File: src/rtl/muldiv_ctrl.sv
// Sequencer for the shared external multiplier and divider behind the RV32M paths.
// Latches one request, drives operand magnitudes for a fixed latency, then sign-corrects the result.
module muldiv_ctrl #(
  parameter int WIDTH   = 32,
  parameter int MUL_LAT = 1,
  parameter int DIV_LAT = 5
) (
  input  logic                 clk,
  input  logic                 reset,
  input  logic                 flush,
  input  logic                 req_valid,
  output logic                 req_ready,
  input  logic [2:0]           req_op,
  input  logic [WIDTH-1:0]     req_a,
  input  logic [WIDTH-1:0]     req_b,
  output logic                 stall,
  output logic                 resp_valid,
  output logic [WIDTH-1:0]     resp_data,
  output logic [WIDTH-1:0]     mul_a,
  output logic [WIDTH-1:0]     mul_b,
  input  logic [2*WIDTH-1:0]   mul_p,
  output logic [WIDTH-1:0]     div_numer,
  output logic [WIDTH-1:0]     div_denom,
  input  logic [WIDTH-1:0]     div_quot,
  input  logic [WIDTH-1:0]     div_rem
);

  typedef enum logic [1:0] {IDLE, WAIT, DONE} state_t;

  localparam logic [WIDTH-1:0] MIN_INT = {1'b1, {(WIDTH-1){1'b0}}};

  state_t           state;
  logic [5:0]       cnt;
  logic [2:0]       op_q;
  logic             neg_q;
  logic             special_q;
  logic [WIDTH-1:0] special_res;

  logic             a_signed, b_signed, neg_a, neg_b;
  logic             is_div, div_zero, div_ovf, special, neg_res;
  logic [WIDTH-1:0] mag_a, mag_b, special_val;
  logic [5:0]       lat;

  // Request decode: operand signedness, magnitudes, result sign and the
  // divide cases that are answered without the divider.
  always_comb begin
    is_div   = req_op[2];
    a_signed = (req_op == 3'd1) || (req_op == 3'd2) || (req_op == 3'd4) || (req_op == 3'd6);
    b_signed = (req_op == 3'd1) || (req_op == 3'd4) || (req_op == 3'd6);
    neg_a    = a_signed && req_a[WIDTH-1];
    neg_b    = b_signed && req_b[WIDTH-1];
    mag_a    = neg_a ? -req_a : req_a;
    mag_b    = neg_b ? -req_b : req_b;
    div_zero = is_div && (req_b == '0);
    div_ovf  = is_div && !req_op[0] && (req_a == MIN_INT) && (req_b == '1);
    special  = div_zero || div_ovf;
    if (div_zero)
      special_val = req_op[1] ? req_a : '1;
    else
      special_val = req_op[1] ? '0 : MIN_INT;
    // Remainders follow the dividend; everything else follows the sign product.
    neg_res  = (is_div && req_op[1]) ? neg_a : (neg_a ^ neg_b);
    lat      = is_div ? 6'(DIV_LAT) : 6'(MUL_LAT);
  end

  logic [2*WIDTH-1:0] prod;
  logic [WIDTH-1:0]   quot, remd, result;

  always_comb begin
    prod = neg_q ? -mul_p : mul_p;
    quot = neg_q ? -div_quot : div_quot;
    remd = neg_q ? -div_rem : div_rem;
    case (op_q)
      3'd0:             result = prod[WIDTH-1:0];
      3'd1, 3'd2, 3'd3: result = prod[2*WIDTH-1:WIDTH];
      3'd4, 3'd5:       result = quot;
      default:          result = remd;
    endcase
    if (special_q)
      result = special_res;
  end

  always_ff @(posedge clk) begin
    if (reset) begin
      state       <= IDLE;
      cnt         <= '0;
      op_q        <= '0;
      neg_q       <= 1'b0;
      special_q   <= 1'b0;
      special_res <= '0;
      mul_a       <= '0;
      mul_b       <= '0;
      div_numer   <= '0;
      div_denom   <= '0;
    end else if (flush) begin
      state <= IDLE;
    end else begin
      case (state)
        IDLE: begin
          if (req_valid) begin
            op_q        <= req_op;
            neg_q       <= neg_res;
            special_q   <= special;
            special_res <= special_val;
            if (is_div) begin
              div_numer <= mag_a;
              div_denom <= mag_b;
            end else begin
              mul_a <= mag_a;
              mul_b <= mag_b;
            end
            if (special) begin
              cnt   <= '0;
              state <= DONE;
            end else begin
              cnt   <= lat;
              state <= (lat == 6'd0) ? DONE : WAIT;
            end
          end
        end
        WAIT: begin
          cnt <= cnt - 6'd1;
          if (cnt == 6'd1)
            state <= DONE;
        end
        DONE:    state <= IDLE;
        default: state <= IDLE;
      endcase
    end
  end

  // The external units are sampled directly in DONE, so a latency of 0 means
  // a purely combinational unit and the strobe still lands at acceptance+LAT+1.
  assign req_ready  = (state == IDLE);
  assign stall      = ((state == IDLE) && req_valid) || (state == WAIT);
  assign resp_valid = (state == DONE) && !flush;
  assign resp_data  = resp_valid ? result : '0;

endmodule
File: config.mk
export PLATFORM = sky130hd
export DESIGN_NAME = muldiv_ctrl
export DESIGN_NICKNAME = d
export VERILOG_FILES = /design/src/rtl/muldiv_ctrl.sv
export SDC_FILE = /design/constraint.sdc
export NUM_CORES = 1
export LEC_CHECK = 0
export CAP_MARGIN = 20
export CORE_MARGIN = 4
export CORE_UTILIZATION = 35
export DETAILED_ROUTE_END_ITERATION = 10
export MAX_ROUTING_LAYER = met4
export PLACE_DENSITY_LB_ADDON = 0.12
export SYNTH_ARGS = -nofsm -noshare
export SYNTH_HDL_FRONTEND = slang
export SYNTH_SLANG_ARGS = --single-unit
File: constraint.sdc
create_clock -name clk -period 3.2 [get_ports clk]
set_input_delay 0.32 -clock clk [delete_from_list [all_inputs] [get_ports clk]]
set_output_delay 0.32 -clock clk [all_outputs]
set_load 0.01 [all_outputs]
**After elaboration in Yosys (flattened, before gate mapping)**

Cells that the tools add are included.

- Bitwise gates (word level): 3
- Multiplexer cells: 21
- Add/subtract/negate cells: 6
- Reduce and logical (&&, ||, !) cells: 31
- Equality and inequality tests: 16

Operator list:

| kind | number |
|---|---|
| $mux W32 | 9 |
| $neg A32 Y32 | 4 |
| $pmux W32 S3 | 1 |
| $eq A32 B32 Y1 const B | 2 |
| $mux W64 | 1 |
| $neg A64 Y64 | 1 |
| $logic_not A32 Y1 | 1 |
| $eq A3 B3 Y1 const B | 4 |
| $pmux W6 S2 | 1 |
| $eq A3 B2 Y1 const B | 3 |
| $logic_and A1 B1 Y1 | 9 |
| $mux W2 | 4 |
| $reduce_and A4 Y1 | 2 |
| $logic_or A1 B1 Y1 | 7 |
| $eq A3 B1 Y1 const B | 2 |
| $eq A6 B1 Y1 const B | 1 |
| $logic_not A6 Y1 | 1 |
| $mux W3 | 2 |
| $mux W6 | 1 |
| $reduce_and A3 Y1 | 2 |
| $sub A6 B1 Y6 const B | 1 |
| $ne A2 B2 Y1 const B | 2 |
| $pmux W2 S2 | 1 |
| $reduce_or A2 Y1 | 2 |
| 11 further kinds | 13 |

- Register bits after elaboration: 173
- Logic and storage cells: 87
- Input port bits: 199

**Logic depth before layout (Yosys ltp)**

Gate-level depths: netlist of run 1.

- Depth in word-level cells: 8
- Mapped depth: 11
- Mapped depth without buffers: 9

**Least setup slack after synthesis of run 1**

OpenSTA, ideal clock, no wires.

- Path type: input to output
- Start: input port mul_p[36]
- End: output port resp_data[19]
- Stages: 8
- Data arrival time: 2,755 ps
- Path slack: 125 ps
- Path buffers: 1
- Path through: or4_4 -> or3_4 -> or4_4 -> buf_6 -> o31ai_2 -> xnor2_1 -> nand2_1 -> a311oi_1

- Cells in the longest elaborated chain, start to end: 5

Ends and longest elaborated chain:

| what | RTL line | source |
|---|---|---|
| from (decl) | 21 | `input logic [2*WIDTH-1:0] mul_p,` |
| $neg A64 Y64 | 70 | `prod = neg_q ? -mul_p : mul_p;` |
| $mux W64 | 70 |  |
| $pmux W32 S3 | 73 | `case (op_q)` |
| $mux W32 | 79 | `if (special_q)` |
| $mux W32 | 137 | `assign resp_data = resp_valid ? result : '0;` |
| to (decl) | 18 | `output logic [WIDTH-1:0] resp_data,` |

No other way between the ends.

**Final worst setup path of run 1**

- Start: input port div_quot[8]
- End: output port resp_data[22]

- Cells in the longest elaborated chain, start to end: 5

Ends and longest elaborated chain:

| what | RTL line | source |
|---|---|---|
| from (decl) | 24 | `input logic [WIDTH-1:0] div_quot,` |
| $neg A32 Y32 | 71 | `quot = neg_q ? -div_quot : div_quot;` |
| $mux W32 | 71 |  |
| $pmux W32 S3 | 73 |  |
| $mux W32 | 79 |  |
| $mux W32 | 137 |  |

No other way between the ends.

==> results of run 1 <==
report_power, final:
group / switching, mW / leakage, nW / total (mW) / internal, mW
registers: 0.0534 / 1.41 / 2.29 / 2.24
logic: 0.972 / 5.67 / 1.87 / 0.893
clock network: 0.916 / 0.288 / 2.08 / 1.17
total: 1.94 / 7.36 / 6.24 / 4.30
cell usage in the layout, fill, tap and decap left out, types with 32 or more instances in the layout:
cell type        instances
clkdlybuf4s50_1        262
xor2_1                  76
xnor2_1                 85
a21oi_1                 58
buf_6                   38
nor3_1                  44
nand2_1                170
dfxtp_1                172
o21ai_0                153
buf_4                  332
nor2b_1                 32
a211oi_1                63
nor2_1                 139
synth_stat cells, drive strengths merged, types with 5 or more instances:
master	instances	area share, %
dfxtp	173	30
nand2	172	5.6
o21ai	170	7.4
nor2	146	4.8
clkbuf	91	3.0
xnor2	88	6.7
xor2	77	5.8
a21oi	65	2.8
a211oi	64	4.2
nor3	61	2.6
nor4	41	2.5
o31ai	36	2.4
nor2b	32	1.7
o41ai	30	2.3
or4	26	1.8
or3	25	1.4
inv	21	0.68
nand3	21	0.91
nand2b	19	1.0
a31oi	13	0.71
buf	13	0.52
nand4	13	0.71
mux2i	12	1.0
a221oi	9	0.74
and2	8	0.43
ha	8	0.87
o22ai	8	0.43
a21o	7	0.46
a2111oi	6	0.46
o211ai	6	0.39
o21a	6	0.39
o31a	6	0.46
and3	5	0.27
or2	5	0.27
critical path, cell delays in order:
cell and delay [ns]:
buf_6 0.09, or4_4 0.53, buf_6 0.13, or4_4 0.53, buf_12 0.17, o41ai_4 0.36, xor2_1 0.30, a21oi_1 0.11
a221oi_1 0.24, o21ai_1 0.16, buf_2 0.17
cells by family (layout without fill, tap and decap cells):
kind of cell	after synthesis	count (layout)	synth area share, %
simple gates	590	590	25.3
compound gates	459	459	25.8
flops	173	173	30.0
xor+xnor	165	165	12.5
buf+inv	126	786	4.20
mux	14	14	1.33
fa+ha+maj	8	8	0.868
other cells	0	1	0
per-stage QoR:
step	hold slack, ns	instances	util, %
after floorplan	0.420	1535	-
after global placement	0.436	2548	54.6
after detailed placement	0.442	2548	54.6
after CTS	0.364	2628	59.6
after global routing	0.385	2638	60.7
final	0.381	2638	60.7
path summary, 6_finish.rpt:
check                                      to  slack, ns   startpoint
worst max-delay path            resp_data[22]      -0.24  div_quot[8]
worst min-delay path                  op_q[0]       0.38        reset
worst max register to register       mul_a[6]       0.99     state[1]
worst min register to register      mul_a[24]       0.45    mul_a[24]
layout make-up:
type	count	area [um^2]	area share, %
diodes	1	2.50	0.0127
clock buffers	19	433	2.19
clock inverters	13	153	0.773
inverters	22	82.6	0.418
multi-input cells	1236	8620	43.6
flip-flops and latches	173	3460	17.5
well taps	442	553	2.80
repair buffers	732	6440	32.6
sequential cells by signal (all words and copies together) (netlist names), 2 cells and up:
register	flops
mul_a	32
op_q	3
special_res	32
cnt	6
div_numer	32
mul_b	32
div_denom	32
state	2
layer usage:
| layer | wire length [um] | track usage [%] | up-vias |
|---|---|---|---|
| met5 | 0 | - | - |
| met4 | 2550 | 12.4 | 0 |
| met3 | 4610 | 7.95 | 92 |
| met2 | 27200 | 51.4 | 611 |
| met1 | 24800 | 40.4 | 6924 |
| li1 | - | - | 6920 |
what timing repair did:
action / 4_1_cts / 5_1_grt
endpoints found under the setup margin: 32 / 31
resized for setup: 393 / 102
gates cloned: 1 / 0
buffers inserted: 49 / 12
pin swaps: 97 / 53
==> results.tsv, run 1 <==
metric	value	unit
synth.lib_cells_used.distinct	74	
netlist_area	11500	um^2
routed_wl	59100	um
crit_required	2.88	ns
status	finished, violations left	
cts.path.max_buffers	2	
clk_pin_slew	0.06	ns
vdd_drop_max	0.462	mV
synthArstFlopShare	0	%
clkLatencyLatePin	0.44	ns
holdBufCountCts	0	
core-area	32500	um^2
syn_nets	1742	
rows	66	
synthFlopType	dfxtp_1	
drv_slew	0	
cts_root_buf	clkbuf_16	
p_leak	7.36	nW
ys_warn_count	0	
cap_violations	0	
yosysSeqAreaShare	30.0	%
synth_edf_count	0	
antenna_found_initial	1	
syn_avg_cell_area	7.51	um^2
ios	362	
max_slew.worst_pin.slew	0.724	ns
grt_max_degree	125	
cp-start-kind	input port	
drc_errors	0	
hold_viol	0	
grt_pass1_vias	14500	
cp.arrival	3.12	ns
die_h	190	um
fmax	291	MHz
chipWidth	190	um
setup_viol	12	
clock-sinks	173	
rsz0062_at_grt	yes	
start_util	35.4	%
viasPerCell	5.51	
design_area	19800	um^2
port_buffers	361	
hold_path.class	input port to flop	
ys_ff_latch	173	
path_max_fanout	8	
layout_min_cycle_time	3.44	ns
powerDensity	316	nW/um^2
tns	-1.39	ns
drt_iter0_markers	902	
vias	14500	
rr_worst_depth	6	
die_area	35900	um^2
gr-total-overflow	0	
violations	setup timing	
syn-instance-count	1535	
period_share	108	%
path_class	input port to output port	
ant_nets	0	
dp_hpwl	45600	um
layout-drive-gt1-share	27.8	%
firstDrtPassIters	5	
max_slew_margin	51.3	%
cp-end-kind	output port	
track_usage	32.6	%
htreeDepth	4	
nets	2389	
finalPower	6.24	mW
grt_pass1_wl	88400	um
hold_depth	3	
skew	0.0119	ns
post_dp_cell_area	17800	um^2
wl_per_cell	22.4	um
fillers	3050	
areaGrowthSynthToFinish	71.3	%
dp_slack	-0.973	ns
cts_buffers	17	
cts_tree	yes	
finalWeightedCongestion	1.07	
setup_ws	-0.242	ns
No activity file was read; power rests on OpenSTA's default activity.
==> run 2, diff against run 1 <==
- CTS_CLUSTER_SIZE: default -> 20
- GPL_TIMING_DRIVEN: default -> 0
==> run 2 against run 1 <==
Effect of this change: the run still ends with setup timing left; core utilization decreased by 4.1 points; clock power increased by 4%; register-to-register slack worse by 0.40 ns; global-route usage increased by 1.3 points; final cell count is 6.2% lower; clock skew barely moved; combinational power shrank 5%; total power fell by 0.20%; via count fell by 1.0%; worst setup slack worse by 0.13 ns; sequential share of layout area up 1.3 points; hold slack got worse by 0.034 ns; critical endpoint is now resp_data[19]; largest cell class unchanged.
==> results.tsv, run 2 (same netlist as run 1, synthesis figures left out) <==
metric	value	unit	change
firstDrtPassIters	5		unchanged
clock-sinks	173		unchanged
clockPowerShare	34.7	%	+1.3 points
fillers	3118		+2.2%
gr-total-overflow	0		unchanged
final_cell_mix	clkdlybuf4s50_1, dfxtp_1, nand2_1		
routed_wl	62400	um	+5.6%
period_share	112	%	+4.1 points
drc_errors	0		unchanged
ant_nets	0		unchanged
cp.arrival	3.25	ns	+0.13 ns
holdBufCountCts	0		unchanged
p_int	4.22	mW	-1.8%
die_h	190	um	unchanged
cts_buffers	17		unchanged
design_area	18400	um^2	-6.7%
max_slew_margin	39.3	%	-12 points
cp-end-kind	output port		
cap_violations	0		unchanged
drt_iter0_markers	1156		+28%
cpLargestDelayFamily	simple AND/OR/NAND/NOR gates		
max_stage_delay	0.55	ns	+0.02 ns
track_usage	33.9	%	+1.3 points
cp-start-kind	input port		
seq_power_share	36.8	%	about the same
final_common_cell	clkdlybuf4s50_1		
layout-drive-gt1-share	22.4	%	-5.4 points
core-area	32500	um^2	unchanged
r2r-start	state[1]		
grt_max_degree	17		-86%
start_util	35.4	%	unchanged
grt_pass1_wl	90500	um	+2.3%
rr_worst_depth	7		+1
tns	-2.14	ns	-0.753 ns
vdd_drop_max	0.332	mV	-28%
path_class	input port to output port		
worstPathCellList	buf_2 -> or4_4 -> or4_4 -> or4_4 -> buf_6 -> buf_6 -> o31ai_4 -> xnor2_1 -> nand2_1 -> a311oi_2 -> buf_2		
max_slew.worst_pin.slew	0.911	ns	+0.186 ns
layout_min_cycle_time	3.57	ns	+0.130 ns
die_area	35900	um^2	unchanged
setup_ws	-0.372	ns	-0.130 ns
htreeDepth	4		unchanged
cts.path.max_buffers	2		unchanged
setup.worst_path.start	mul_p[30]		
r2r-end	div_denom[17]		
vias	14400		-1.0%
viasPerCell	5.82		+5.6%
violations	setup timing		
nets	2223		-6.9%
finalPower	6.23	mW	-0.20%
hold_viol	0		unchanged
path_depth	11		unchanged
combPwrFrac	28.5	%	-1.4 points
finalWeightedCongestion	1.09		+2.2%
clkLatencyLatePin	0.45	ns	about the same
setup_viol	18		+6
finalCoreUtilization	56.6	%	-4.1 points
wl_per_cell	25.2	um	+13%
cts_tree	yes		
rows	66		unchanged
rsz0062_at_grt	yes		
antenna_found_initial	3		+2
crit_required	2.88	ns	about the same
ios	362		unchanged
drv_slew	0		unchanged
cp_common_cell	or4_4		
p_leak	6.39	nW	-13%
chipWidth	190	um	unchanged
port_buffers	357		-1.1%
status	finished, violations left		
dp_slack	-1.59	ns	-0.620 ns
reg2reg_slack	0.59	ns	-0.40 ns
skew	0.0117	ns	-0.000179 ns
hold_path.class	input port to flop		
path_max_fanout	3		-5
clk_pin_slew	0.06	ns	about the same
powerDensity	338	nW/um^2	+6.9%
timing.critical_path.to	resp_data[19]		
areaGrowthSynthToFinish	59.9	%	
grt_pass1_vias	14300		-1.1%
sw_frac_of_total	32.2	%	+1.1 points
dp_hpwl	47800	um	+4.8%
fmax	280	MHz	-3.6%
cpMaxStageDelayCell	or4_4		
switchingPower	2.01	mW	+3.4%
post_dp_cell_area	15700	um^2	-12%
worst-path-buf-inv	4		unchanged
cts_root_buf	clkbuf_16		
[run 2: changes by cell type in the layout (fill, tap and decap cells not counted), moves of 10 or more]
cell             change
buf_12              -11
buf_2               +12
buf_4              -233
buf_6               -13
clkbuf_1            +53
clkbuf_2            +19
clkbuf_4            +10
clkdlybuf4s15_1     -16
clkdlybuf4s50_1     -14
[run 2: final cells by class]
class                           instances  area (um^2)  area share (%)
Antenna cell                            3         7.51          0.0407
Buffer                                 95          453            2.46
Clock buffer                           21          480            2.61
Clock inverter                         11          134           0.726
Inverter                               22         87.6           0.475
Multi-Input combinational cell       1237         9010            48.9
Sequential cell                       173         3470            18.8
Tap cell                              442          553            3.00
Timing Repair Buffer                  470         4240            23.0
[run 2: timing repair]
action                                 in CTS  in global routing
pin swaps                                  94                 67
gates cloned                                1                  0
endpoints found under the hold margin       0                  0
setup endpoints to repair                  32                 67
setup buffers                              93                 20
resized for setup                         550                123
[run 2: worst min-delay path by stage]
| stage | from | to | cells after the start |
|---|---|---|---|
| final | flush | state[0] | 2 |
| after global routing | flush | state[0] | 2 |
| after CTS | flush | state[0] | 2 |
| after detailed placement | mul_b[3] | mul_b[3] | 2 |
| after global placement | mul_b[2] | mul_b[2] | 2 |
| after floorplan | special_res[10] | special_res[10] | 2 |
[run 2: per-layer routing]
layer,vias to the layer above,track usage [%],wire length (um)
met2,742,53.8,28500
li1,6601,-,-
met1,6861,39.9,24900
met5,-,-,0
met4,0,18.3,3970
met3,197,7.89,5090
[run 2: power groups by stage]
stage / Clock [mW] / Sequential (mW) / Combinational (mW)
2_1_floorplan: 0 / 2.36 / 0.644
3_3_place_gp: 0 / 2.34 / 1.53
3_5_place_dp: 0 / 2.34 / 1.53
4_1_cts: 2.18 / 2.29 / 1.69
5_1_grt: 2.27 / 2.30 / 1.87
6_report: 2.16 / 2.29 / 1.77
[run 2: through the flow]
stage | instances | hold WS, ns
6_report | 2474 | 0.346
5_1_grt | 2474 | 0.372
4_1_cts | 2454 | 0.330
3_5_place_dp | 2336 | 0.441
3_3_place_gp | 2334 | 0.436
2_1_floorplan | 1535 | 0.420
==> run 3, diff against run 2 <==
- CORE_MARGIN: 4 -> default
- DONT_BUFFER_PORTS: default -> 1
==> run 3 against run 2 <==
Effect of this change: the flow still finishes with violations (setup timing); sequential share of layout area grew 7.3 points; clock power rose by 5%; final cell count decreased by 18%; register-to-register slack got worse by 0.15 ns; count of clock-buffer cells in the layout shrank 3; sequential power grew 2%; die area shrank 6.2%; final area shrank 28%; critical path depth down 5; worst setup slack gained 0.35 ns; core utilization shrank 16 points; non-clock buffer count down 453; largest power group unchanged.
==> results.tsv, run 3 (same netlist as run 1, synthesis figures left out) <==
metric	value	unit	change
max_slew.worst_pin.slew	0.840	ns	-0.0703 ns
firstDrtPassIters	5		unchanged
regArea	3460	um^2	about the same
multiInputGateArea	8000	um^2	-11%
grt_max_degree	17		unchanged
timing.critical_path.to	resp_data[15]		
die_area	33700	um^2	-6.2%
drv_slew	0		unchanged
final_cell_mix	dfxtp_1, nand2_1, o21ai_0		
cap_violations	0		unchanged
path_class	flop to output port		
crit_required	2.88	ns	about the same
start_util	35.5	%	+0.090 points
hold_viol	0		unchanged
skew	0.00840	ns	-0.00330 ns
dp_slack	-0.622	ns	+0.970 ns
nets	1770		-20%
cp-start-kind	flop		
violations	setup timing		
grt_pass1_wl	78800	um	-13%
status	finished, violations left		
rsz0062_at_grt	yes		
finalCoreUtilization	40.9	%	-16 points
period_share	101	%	-11 points
finalWeightedCongestion	1.11		+1.7%
ios	362		unchanged
reg2reg_slack	0.44	ns	-0.15 ns
drc_errors	0		unchanged
antenna_found_initial	1		-2
cts_buffers	17		unchanged
powerDensity	424	nW/um^2	+25%
max_slew_margin	43.6	%	+4.3 points
setup.worst_path.start	neg_q		
grt_busiest_layer	met2		
met2_usage	52.0	%	-1.8 points
r2r-end	div_denom[6]		
layout_min_cycle_time	3.22	ns	-0.353 ns
die_h	184	um	-3.2%
rows	66		unchanged
cts_root_buf	clkbuf_16		
vdd_drop_max	0.549	mV	+65%
fmax	311	MHz	+11%
holdBufCountCts	0		unchanged
cts.path.max_buffers	2		unchanged
layout-drive-gt1-share	9.84	%	-13 points
setup_viol	3		-15
drt_iter0_markers	915		-21%
port_buffers	0		-100%
gr-total-overflow	0		unchanged
grt_use_met1	37.5	%	-2.4 points
fillers	3431		+10%
cp.arrival	2.90	ns	-0.35 ns
viasPerCell	5.98		+2.7%
clkLatencyLatePin	0.43	ns	-0.02 ns
vias	12100		-16%
p_leak	4.10	nW	-36%
grt_pass1_vias	11800		-17%
setup_ws	-0.0189	ns	+0.353 ns
routed_wl	54400	um	-13%
rr_worst_depth	7		unchanged
core-area	32500	um^2	-0.25%
clk_pin_slew	0.07	ns	about the same
path_max_fanout	10		+7
cts_tree	yes		
grtUsageMet3	9.23	%	+1.3 points
r2r-start	state[1]		
clock-sinks	173		unchanged
wl_per_cell	26.9	um	+6.8%
tns	-0.0342	ns	+2.11 ns
htreeDepth	4		unchanged
ant_nets	0		unchanged
dp_hpwl	43700	um	-8.6%
chipWidth	184	um	-3.2%
final_common_cell	dfxtp_1		
hold_path.class	input port to flop		
track_usage	32.5	%	-1.3 points
cp-end-kind	output port		
areaGrowthSynthToFinish	15.1	%	
## run 3: cell types whose count changed in the layout (fill, tap and decap cells not counted), sizes merged, moves of 6 or more
cell and delta:
buf -145, clkbuf -17, clkdlybuf4s15 -9, clkdlybuf4s50 -248, dlygate4sd2 -30, dlymetal6s2s -7
inv +6
## run 3: area by class of cell
cell class	count	area share, %
multi-input cells	1237	60.3
flip-flops and latches	173	26.1
well taps	442	4.17
clock buffers	18	3.31
plain buffers	98	3.15
clock inverters	14	1.55
repair buffers	14	0.792
inverters	22	0.631
diodes	2	0.0377
## run 3: worst max-delay path: stages (launching register included)
cell and delay [ns]:
dfxtp_2 0.49, clkbuf_2 0.32, clkdlybuf4s15_2 0.51, o31ai_1 0.16, xnor2_1 0.15, o21ai_0 0.52
o211ai_1 0.30
## run 3: stage by stage
| step | power (mW) | area, um^2 | std cells | hold slack [ns] |
|---|---|---|---|---|
| 2_1_floorplan | 3.01 | 11500 | 1535 | 0.420 |
| 3_3_place_gp | 3.33 | 12100 | 1977 | 0.443 |
| 3_5_place_dp | 3.33 | 12100 | 1978 | 0.449 |
| 4_1_cts | 5.64 | 13100 | 2013 | 0.00435 |
| 5_1_grt | 5.84 | 13300 | 2019 | 0.0111 |
| 6_report | 5.62 | 13300 | 2020 | 0.0232 |
## run 3: routing by layer
layer  routed length, um  vias up
met5                   0        -
met4                2580        0
met3                5570       96
met2               24800      576
met1               21400     5721
li1                    -     5679
## run 3: where the power goes
group          total [mW]  switching (mW)  internal, mW  leakage [nW]
Clock                2.27           0.917          1.35         0.315
Combinational        1.01           0.652         0.362          2.37
Sequential           2.34           0.108          2.24          1.41
## run 3: how the worst min path moves through the flow
stage | cells after the start | from | endpoint
2_1_floorplan | 2 | special_res[10] | special_res[10]
3_3_place_gp | 2 | special_res[19] | special_res[19]
3_5_place_dp | 2 | special_res[14] | special_res[14]
4_1_cts | 2 | req_b[0] | div_denom[0]
5_1_grt | 2 | req_b[0] | div_denom[0]
6_report | 2 | req_b[0] | div_denom[0]
## run 3: timing repair
item | CTS | global route
endpoints found under the hold margin | 0 | 0
gates cloned | 1 | 0
gates resized for setup | 84 | 34
buffers inserted | 7 | 6
pin swaps | 17 | 12
setup endpoints to repair | 32 | 27
